**src/rtl/multicycle_control.sv**
```systemverilog
`default_nettype none
`timescale 1ns/1ps
// ============================================================================
// Module      : multicycle_control
// Description : Multicycle control unit for an RV32 subset (addi, srai, add,
//               lw, sw, beq, jal, jalr). Sequences FETCH/DECODE/EXEC/MEM,
//               owns PC and IR, and traps illegal encodings in HALT.
// Revision    : 1.0 - initial release
// ============================================================================
module multicycle_control #(
  parameter int NBITS      = 8,
  parameter int NREGS      = 32,
  parameter int WIDTH_ALUF = 4,
  localparam int RIDX      = $clog2(NREGS)
) (
  input  logic                  clock,
  input  logic                  reset,
  output logic [NBITS-1:0]      InstrAddr,
  output logic                  InstrReq,
  input  logic [31:0]           Instruction,
  input  logic                  InstrReady,
  output logic [RIDX-1:0]       RS1,
  output logic [RIDX-1:0]       RS2,
  output logic [RIDX-1:0]       RD,
  output logic [NBITS-1:0]      IMM,
  output logic [WIDTH_ALUF-1:0] ALUControl,
  output logic                  ALUSrc,
  output logic                  MemtoReg,
  output logic                  RegWrite,
  output logic                  link,
  output logic [NBITS-1:0]      pclink,
  input  logic [NBITS-1:0]      PCReg,
  input  logic                  Zero,
  output logic                  MemReq,
  output logic                  MemWrite,
  input  logic                  MemReady,
  output logic [NBITS-1:0]      PC,
  output logic                  Halted
);

  typedef enum logic [2:0] {
    S_FETCH  = 3'd0,
    S_DECODE = 3'd1,
    S_EXEC   = 3'd2,
    S_MEM    = 3'd3,
    S_HALT   = 3'd4
  } state_e;

  typedef enum logic [3:0] {
    OP_ILL  = 4'd0,
    OP_ADDI = 4'd1,
    OP_SRAI = 4'd2,
    OP_ADD  = 4'd3,
    OP_LW   = 4'd4,
    OP_SW   = 4'd5,
    OP_BEQ  = 4'd6,
    OP_JAL  = 4'd7,
    OP_JALR = 4'd8
  } op_e;

  state_e           state_q, state_d;
  logic [NBITS-1:0] pc_q, pc_d;
  logic [31:0]      ir_q, ir_d;

  op_e              op;
  logic [31:0]      imm32;
  logic [NBITS-1:0] pc_plus4;
  logic [NBITS-1:0] jalr_sum;

  assign pc_plus4  = pc_q + NBITS'(4);
  assign jalr_sum  = PCReg + IMM;
  assign PC        = pc_q;
  assign InstrAddr = pc_q;
  assign pclink    = pc_plus4;
  assign Halted    = (state_q == S_HALT);
  assign RS1       = RIDX'(ir_q[19:15]);
  assign RS2       = RIDX'(ir_q[24:20]);
  assign RD        = RIDX'(ir_q[11:7]);
  // Sign-extended 32-bit immediate narrowed (or widened) to the datapath width.
  assign IMM       = NBITS'($signed(imm32));

  // Classify the held instruction; anything outside the supported set is illegal.
  always_comb begin
    op = OP_ILL;
    unique case (ir_q[6:0])
      7'b0010011: begin
        if (ir_q[14:12] == 3'b000)
          op = OP_ADDI;
        else if (ir_q[14:12] == 3'b101 && ir_q[31:25] == 7'b0100000)
          op = OP_SRAI;
      end
      7'b0110011: if (ir_q[14:12] == 3'b000 && ir_q[31:25] == 7'b0000000) op = OP_ADD;
      7'b0000011: if (ir_q[14:12] == 3'b010) op = OP_LW;
      7'b0100011: if (ir_q[14:12] == 3'b010) op = OP_SW;
      7'b1100011: if (ir_q[14:12] == 3'b000) op = OP_BEQ;
      7'b1101111: op = OP_JAL;
      7'b1100111: if (ir_q[14:12] == 3'b000) op = OP_JALR;
      default:    op = OP_ILL;
    endcase
  end

  // Immediate extraction by instruction format, plus ALU operation selection.
  always_comb begin
    imm32      = 32'd0;
    ALUControl = '0;
    ALUSrc     = 1'b0;
    unique case (ir_q[6:0])
      7'b0010011, 7'b0000011, 7'b1100111:
        imm32 = {{20{ir_q[31]}}, ir_q[31:20]};
      7'b0100011:
        imm32 = {{20{ir_q[31]}}, ir_q[31:25], ir_q[11:7]};
      7'b1100011:
        imm32 = {{19{ir_q[31]}}, ir_q[31], ir_q[7], ir_q[30:25], ir_q[11:8], 1'b0};
      7'b1101111:
        imm32 = {{11{ir_q[31]}}, ir_q[31], ir_q[19:12], ir_q[20], ir_q[30:21], 1'b0};
      default:
        imm32 = 32'd0;
    endcase
    unique case (op)
      OP_ADDI, OP_LW, OP_SW, OP_JALR: begin
        ALUControl = WIDTH_ALUF'(4'b0010);
        ALUSrc     = 1'b1;
      end
      OP_ADD:  ALUControl = WIDTH_ALUF'(4'b0010);
      OP_SRAI: begin
        ALUControl = WIDTH_ALUF'(4'b1101);
        ALUSrc     = 1'b1;
      end
      OP_BEQ:  ALUControl = WIDTH_ALUF'(4'b0110);
      default: ALUControl = '0;
    endcase
  end

  // Next-state, PC/IR update and strobe generation; strobes default low.
  always_comb begin
    state_d  = state_q;
    pc_d     = pc_q;
    ir_d     = ir_q;
    InstrReq = 1'b0;
    RegWrite = 1'b0;
    MemReq   = 1'b0;
    MemWrite = 1'b0;
    MemtoReg = 1'b0;
    link     = 1'b0;
    unique case (state_q)
      S_FETCH: begin
        InstrReq = 1'b1;
        if (InstrReady) begin
          ir_d    = Instruction;
          state_d = S_DECODE;
        end
      end
      S_DECODE: state_d = (op == OP_ILL) ? S_HALT : S_EXEC;
      S_EXEC: begin
        state_d = S_FETCH;
        unique case (op)
          OP_ADDI, OP_SRAI, OP_ADD: begin
            RegWrite = 1'b1;
            pc_d     = pc_plus4;
          end
          OP_LW, OP_SW: state_d = S_MEM;
          OP_BEQ: pc_d = Zero ? (pc_q + IMM) : pc_plus4;
          OP_JAL: begin
            link     = 1'b1;
            RegWrite = 1'b1;
            pc_d     = pc_q + IMM;
          end
          OP_JALR: begin
            link     = 1'b1;
            RegWrite = 1'b1;
            pc_d     = jalr_sum & ~NBITS'(1);
          end
          default: state_d = S_HALT;
        endcase
      end
      S_MEM: begin
        MemReq   = 1'b1;
        MemWrite = (op == OP_SW);
        if (MemReady) begin
          RegWrite = (op == OP_LW);
          MemtoReg = (op == OP_LW);
          pc_d     = pc_plus4;
          state_d  = S_FETCH;
        end
      end
      S_HALT:  state_d = S_HALT;
      default: state_d = S_FETCH;
    endcase
  end

  // State, PC and IR registers; reset overrides every other event.
  always_ff @(posedge clock) begin
    if (reset) begin
      state_q <= S_FETCH;
      pc_q    <= '0;
      ir_q    <= 32'd0;
    end else begin
      state_q <= state_d;
      pc_q    <= pc_d;
      ir_q    <= ir_d;
    end
  end

endmodule
`default_nettype wire

```
**config.mk**
```make
export PLATFORM = sky130hd
export DESIGN_NAME = multicycle_control
export DESIGN_NICKNAME = d
export VERILOG_FILES = /design/src/rtl/multicycle_control.sv
export SDC_FILE = /design/constraint.sdc
export NUM_CORES = 1
export LEC_CHECK = 0
export BUFFER_PORTS_ARGS = -buffer_cell sky130_fd_sc_hd__buf_2
export CAP_MARGIN = 20
export CORE_ASPECT_RATIO = 1.25
export CORE_MARGIN = 8
export CORE_UTILIZATION = 30
export CTS_CLUSTER_SIZE = 25
export DETAILED_ROUTE_END_ITERATION = 12
export GPL_ROUTABILITY_DRIVEN = 0
export MAX_ROUTING_LAYER = met4
export PLACE_DENSITY_LB_ADDON = 0.1
export SKIP_LAST_GASP = 1
export SYNTH_ARGS = -nofsm -noshare
export SYNTH_HDL_FRONTEND = slang
export SYNTH_SLANG_ARGS = --single-unit
export TNS_END_PERCENT = 30
```
**constraint.sdc**
```tcl
create_clock -name clock -period 3.1 [get_ports clock]
set_input_delay 0.62 -clock clock [delete_from_list [all_inputs] [get_ports clock]]
set_output_delay 0.62 -clock clock [all_outputs]
set_load 0.03 [all_outputs]
```
==> metrics.csv <==
metric,value,unit
root_buffer,clkbuf_16,
fmax,327,MHz
tightest_slew,0.652,ns
pwr-share-clk,45.5,%
holdPathEnd,ir_q[17]$_SDFFE_PP0P_,
crit_cells,9,
synth_area_per_cell,7.60,sq um
cts_hold_buf,0,
timing.rr.end,InstrAddr[7]$_SDFFE_PP0P_,
hold_ws,0.453,ns
wl_per_cell,16.3,um
rsz0062_at_grt,yes,
slowest_delay,0.40,ns
yosysSeqAreaShare,28.5,%
hpwl,8230,um
port_buffers,103,
dieArea,13500,sq um
syn_nets,458,
wirelength,10200,um
path_cells,buf_4 -> nand4bb_4 -> or3_4 -> or3_4 -> inv_4 -> nor3_2 -> o31a_1 -> o21bai_1 -> buf_4,
yosys_warnings,0,
p_int,1.14,mW
r2r_start,ir_q[2]$_SDFFE_PP0P_,
firstDrtPassIters,4,
synth_area,3020,sq um
drc_errors,0,
worstPathRequired,2.48,ns
switching_share,25.8,%
grt_max_degree,33,
fin_crit_sh,98.5,%
path_clk_slew,0.06,ns
io_pins,104,
synth_seq_cells,43,
cts_buffer_depth,2,
p_leak,1.85,nW
synth_top_area_share,28.5,%
area_growth,30.6,%
synth_flop_cell,dfxtp_1,
cts-htree-levels,2,
power.share.sequential,40.0,%
finalClockSkew,0.00483,ns
n_antenna_cell,0,
p_per_area,388,nW/um^2
hp-class,reg2reg,
async_flop_share,0,%
cts_tree,yes,
period_needed,3.05,ns
die_w,106,um
holdPathStages,2,
ys_types,55,
status,finished clean,
synth_edf_count,0,
yosysMostFrequentCell,nand2_1,
worst_r2r_path_depth,14,
critical-path-top-delay-family,simple AND/OR/NAND/NOR gates,
cts_made_buffers,5,
setup_viol,0,
via_per_inst,4.94,
crit_path_end_kind,output port,
crit_arrival,2.43,ns
seq_area,863,sq um
instances_no_fill,623,
grt.overflow.total,0,
synth.area.top_cells,"dfxtp_1, nand2_1, a21oi_1, buf_4, ha_1",
hold_viol_final,0,
postRouteAntennaNets,0,
antenna_found_initial,0,
initial_core_util,30.3,%
nets,554,
die_y,128,um
startpoint_type,flip-flop,
track_usage,15.0,%
comb_power_share,14.5,%
n_fill_cell,1112,
worstSetupPathType,reg2out,
crit_slowest_cell,or3_4,
core,9950,sq um
clock_latency,0.29,ns
worst-r2r-setup-slack,0.12,ns
cts_sinks,43,
syn_inst,397,
synth_commonest_cells,"nand2_1, a21oi_1, dfxtp_1",
drtIter0Drc,110,
drive_above_1_share,33.0,%
path_buf_inv,3,
worstHoldStart,ir_q[17]$_SDFFE_PP0P_,
grt_pass1_wl,15800,um
fp-row-count,41,
fin_tns_setup,0,ns
max-slew-margin-rel,56.5,%
final_max_slew_viol_count,0,
cp_max_fo,5,
drv_cap,0,
num_vias,3078,
multi_input_area,1940,sq um
peakVddDrop,237,uV
placed_cells,610,
yosys.area.top_type,dfxtp_1,
switchingPower,0.394,mW
grt_pass1_vias,3066,
## how the worst max path moves through the flow
stage / start / end / slack (ns)
after CTS: ir_q[1]$_SDFFE_PP0P_ / RegWrite / -0.002
after detailed placement: ir_q[1]$_SDFFE_PP0P_ / InstrAddr[7]$_SDFFE_PP0P_ / -0.06
final: ir_q[1]$_SDFFE_PP0P_ / RegWrite / 0.05
after global routing: ir_q[1]$_SDFFE_PP0P_ / RegWrite / -0.05
after floorplan: ir_q[3]$_SDFFE_PP0P_ / InstrAddr[6]$_SDFFE_PP0P_ / 0.009
after global placement: ir_q[1]$_SDFFE_PP0P_ / InstrAddr[7]$_SDFFE_PP0P_ / -0.005
## layer usage
| metal | share of wire, % | track usage [%] | vias to the layer above |
|---|---|---|---|
| met3 | 4.7 | 3.32 | 11 |
| met2 | 52 | 26.8 | 74 |
| met4 | 1.5 | 4.65 | 0 |
| met5 | 0 | - | - |
| met1 | 42 | 16.0 | 1419 |
| li1 | - | - | 1574 |
## layout make-up
| cell class | count | share of cell area, % |
|---|---|---|
| inverters | 10 | 1.02 |
| repair buffers | 131 | 19.0 |
| flip-flops and latches | 43 | 21.9 |
| clock buffers | 5 | 3.17 |
| clock inverters | 3 | 1.71 |
| well taps | 129 | 4.09 |
| multi-input cells | 302 | 49.1 |
## registers in the layout (all words and copies together), names as in the netlist
register,cells
ir_q,32
state_q,3
InstrAddr,8
## cells by family after synthesis
logic type      count (synthesis)  synth area share, %
compound gates                108                 23.3
buf+inv                        52                 9.70
flops                          43                 28.5
fa+ha+maj                      16                 7.13
simple gates                  162                 26.7
xor+xnor                       16                 4.64
## layout by cell type, fill, tap and decap left out, types with 7 or more instances in the layout
cell type	count
nand2_1	84
nand2b_1	8
ha_1	13
inv_1	9
nand3_1	10
xnor2_1	9
a21oi_1	48
nor3_1	9
and2_1	8
buf_4	28
xor2_1	7
o21ai_0	10
nor2_1	13
dfxtp_1	41
buf_2	102
## tightest hold or removal path: cells and delay by family (launching register included)
| family | cells | cell delay [ns] |
|---|---|---|
| AO/OA/AOI/OAI | 1 | 0.05 |
| AND/OR/NAND/NOR | 1 | 0.05 |
| flip-flops | 1 | 0.30 |
## repair_timing
item                                    4_1_cts  5_1_grt
endpoints found under the hold margin         0        0
endpoints found under the setup margin        3        5
buffers inserted                              3        1
gates resized for setup                       8       12
pin swaps                                     3        2
## per-stage QoR
step                setup WS (ns)  util [%]  cell area, sq um  total power [mW]
floorplan                 0.00921         -              3020             0.762
detailed placement        -0.0580      36.4              3620             0.837
finish                     0.0458      39.6              3940              1.53
global placement         -0.00523      36.4              3620             0.836
CTS                      -0.00190      38.7              3850              1.54
global route              -0.0502      39.6              3940              1.60
## power groups by stage
| stage | logic, mW | clock network (mW) | registers (mW) |
|---|---|---|---|
| 2_1_floorplan | 0.150 | 0 | 0.613 |
| 3_3_place_gp | 0.214 | 0 | 0.622 |
| 3_5_place_dp | 0.215 | 0 | 0.622 |
| 4_1_cts | 0.216 | 0.715 | 0.610 |
| 5_1_grt | 0.245 | 0.735 | 0.616 |
| 6_report | 0.222 | 0.696 | 0.611 |
Power figures use the tool's default switching activity.
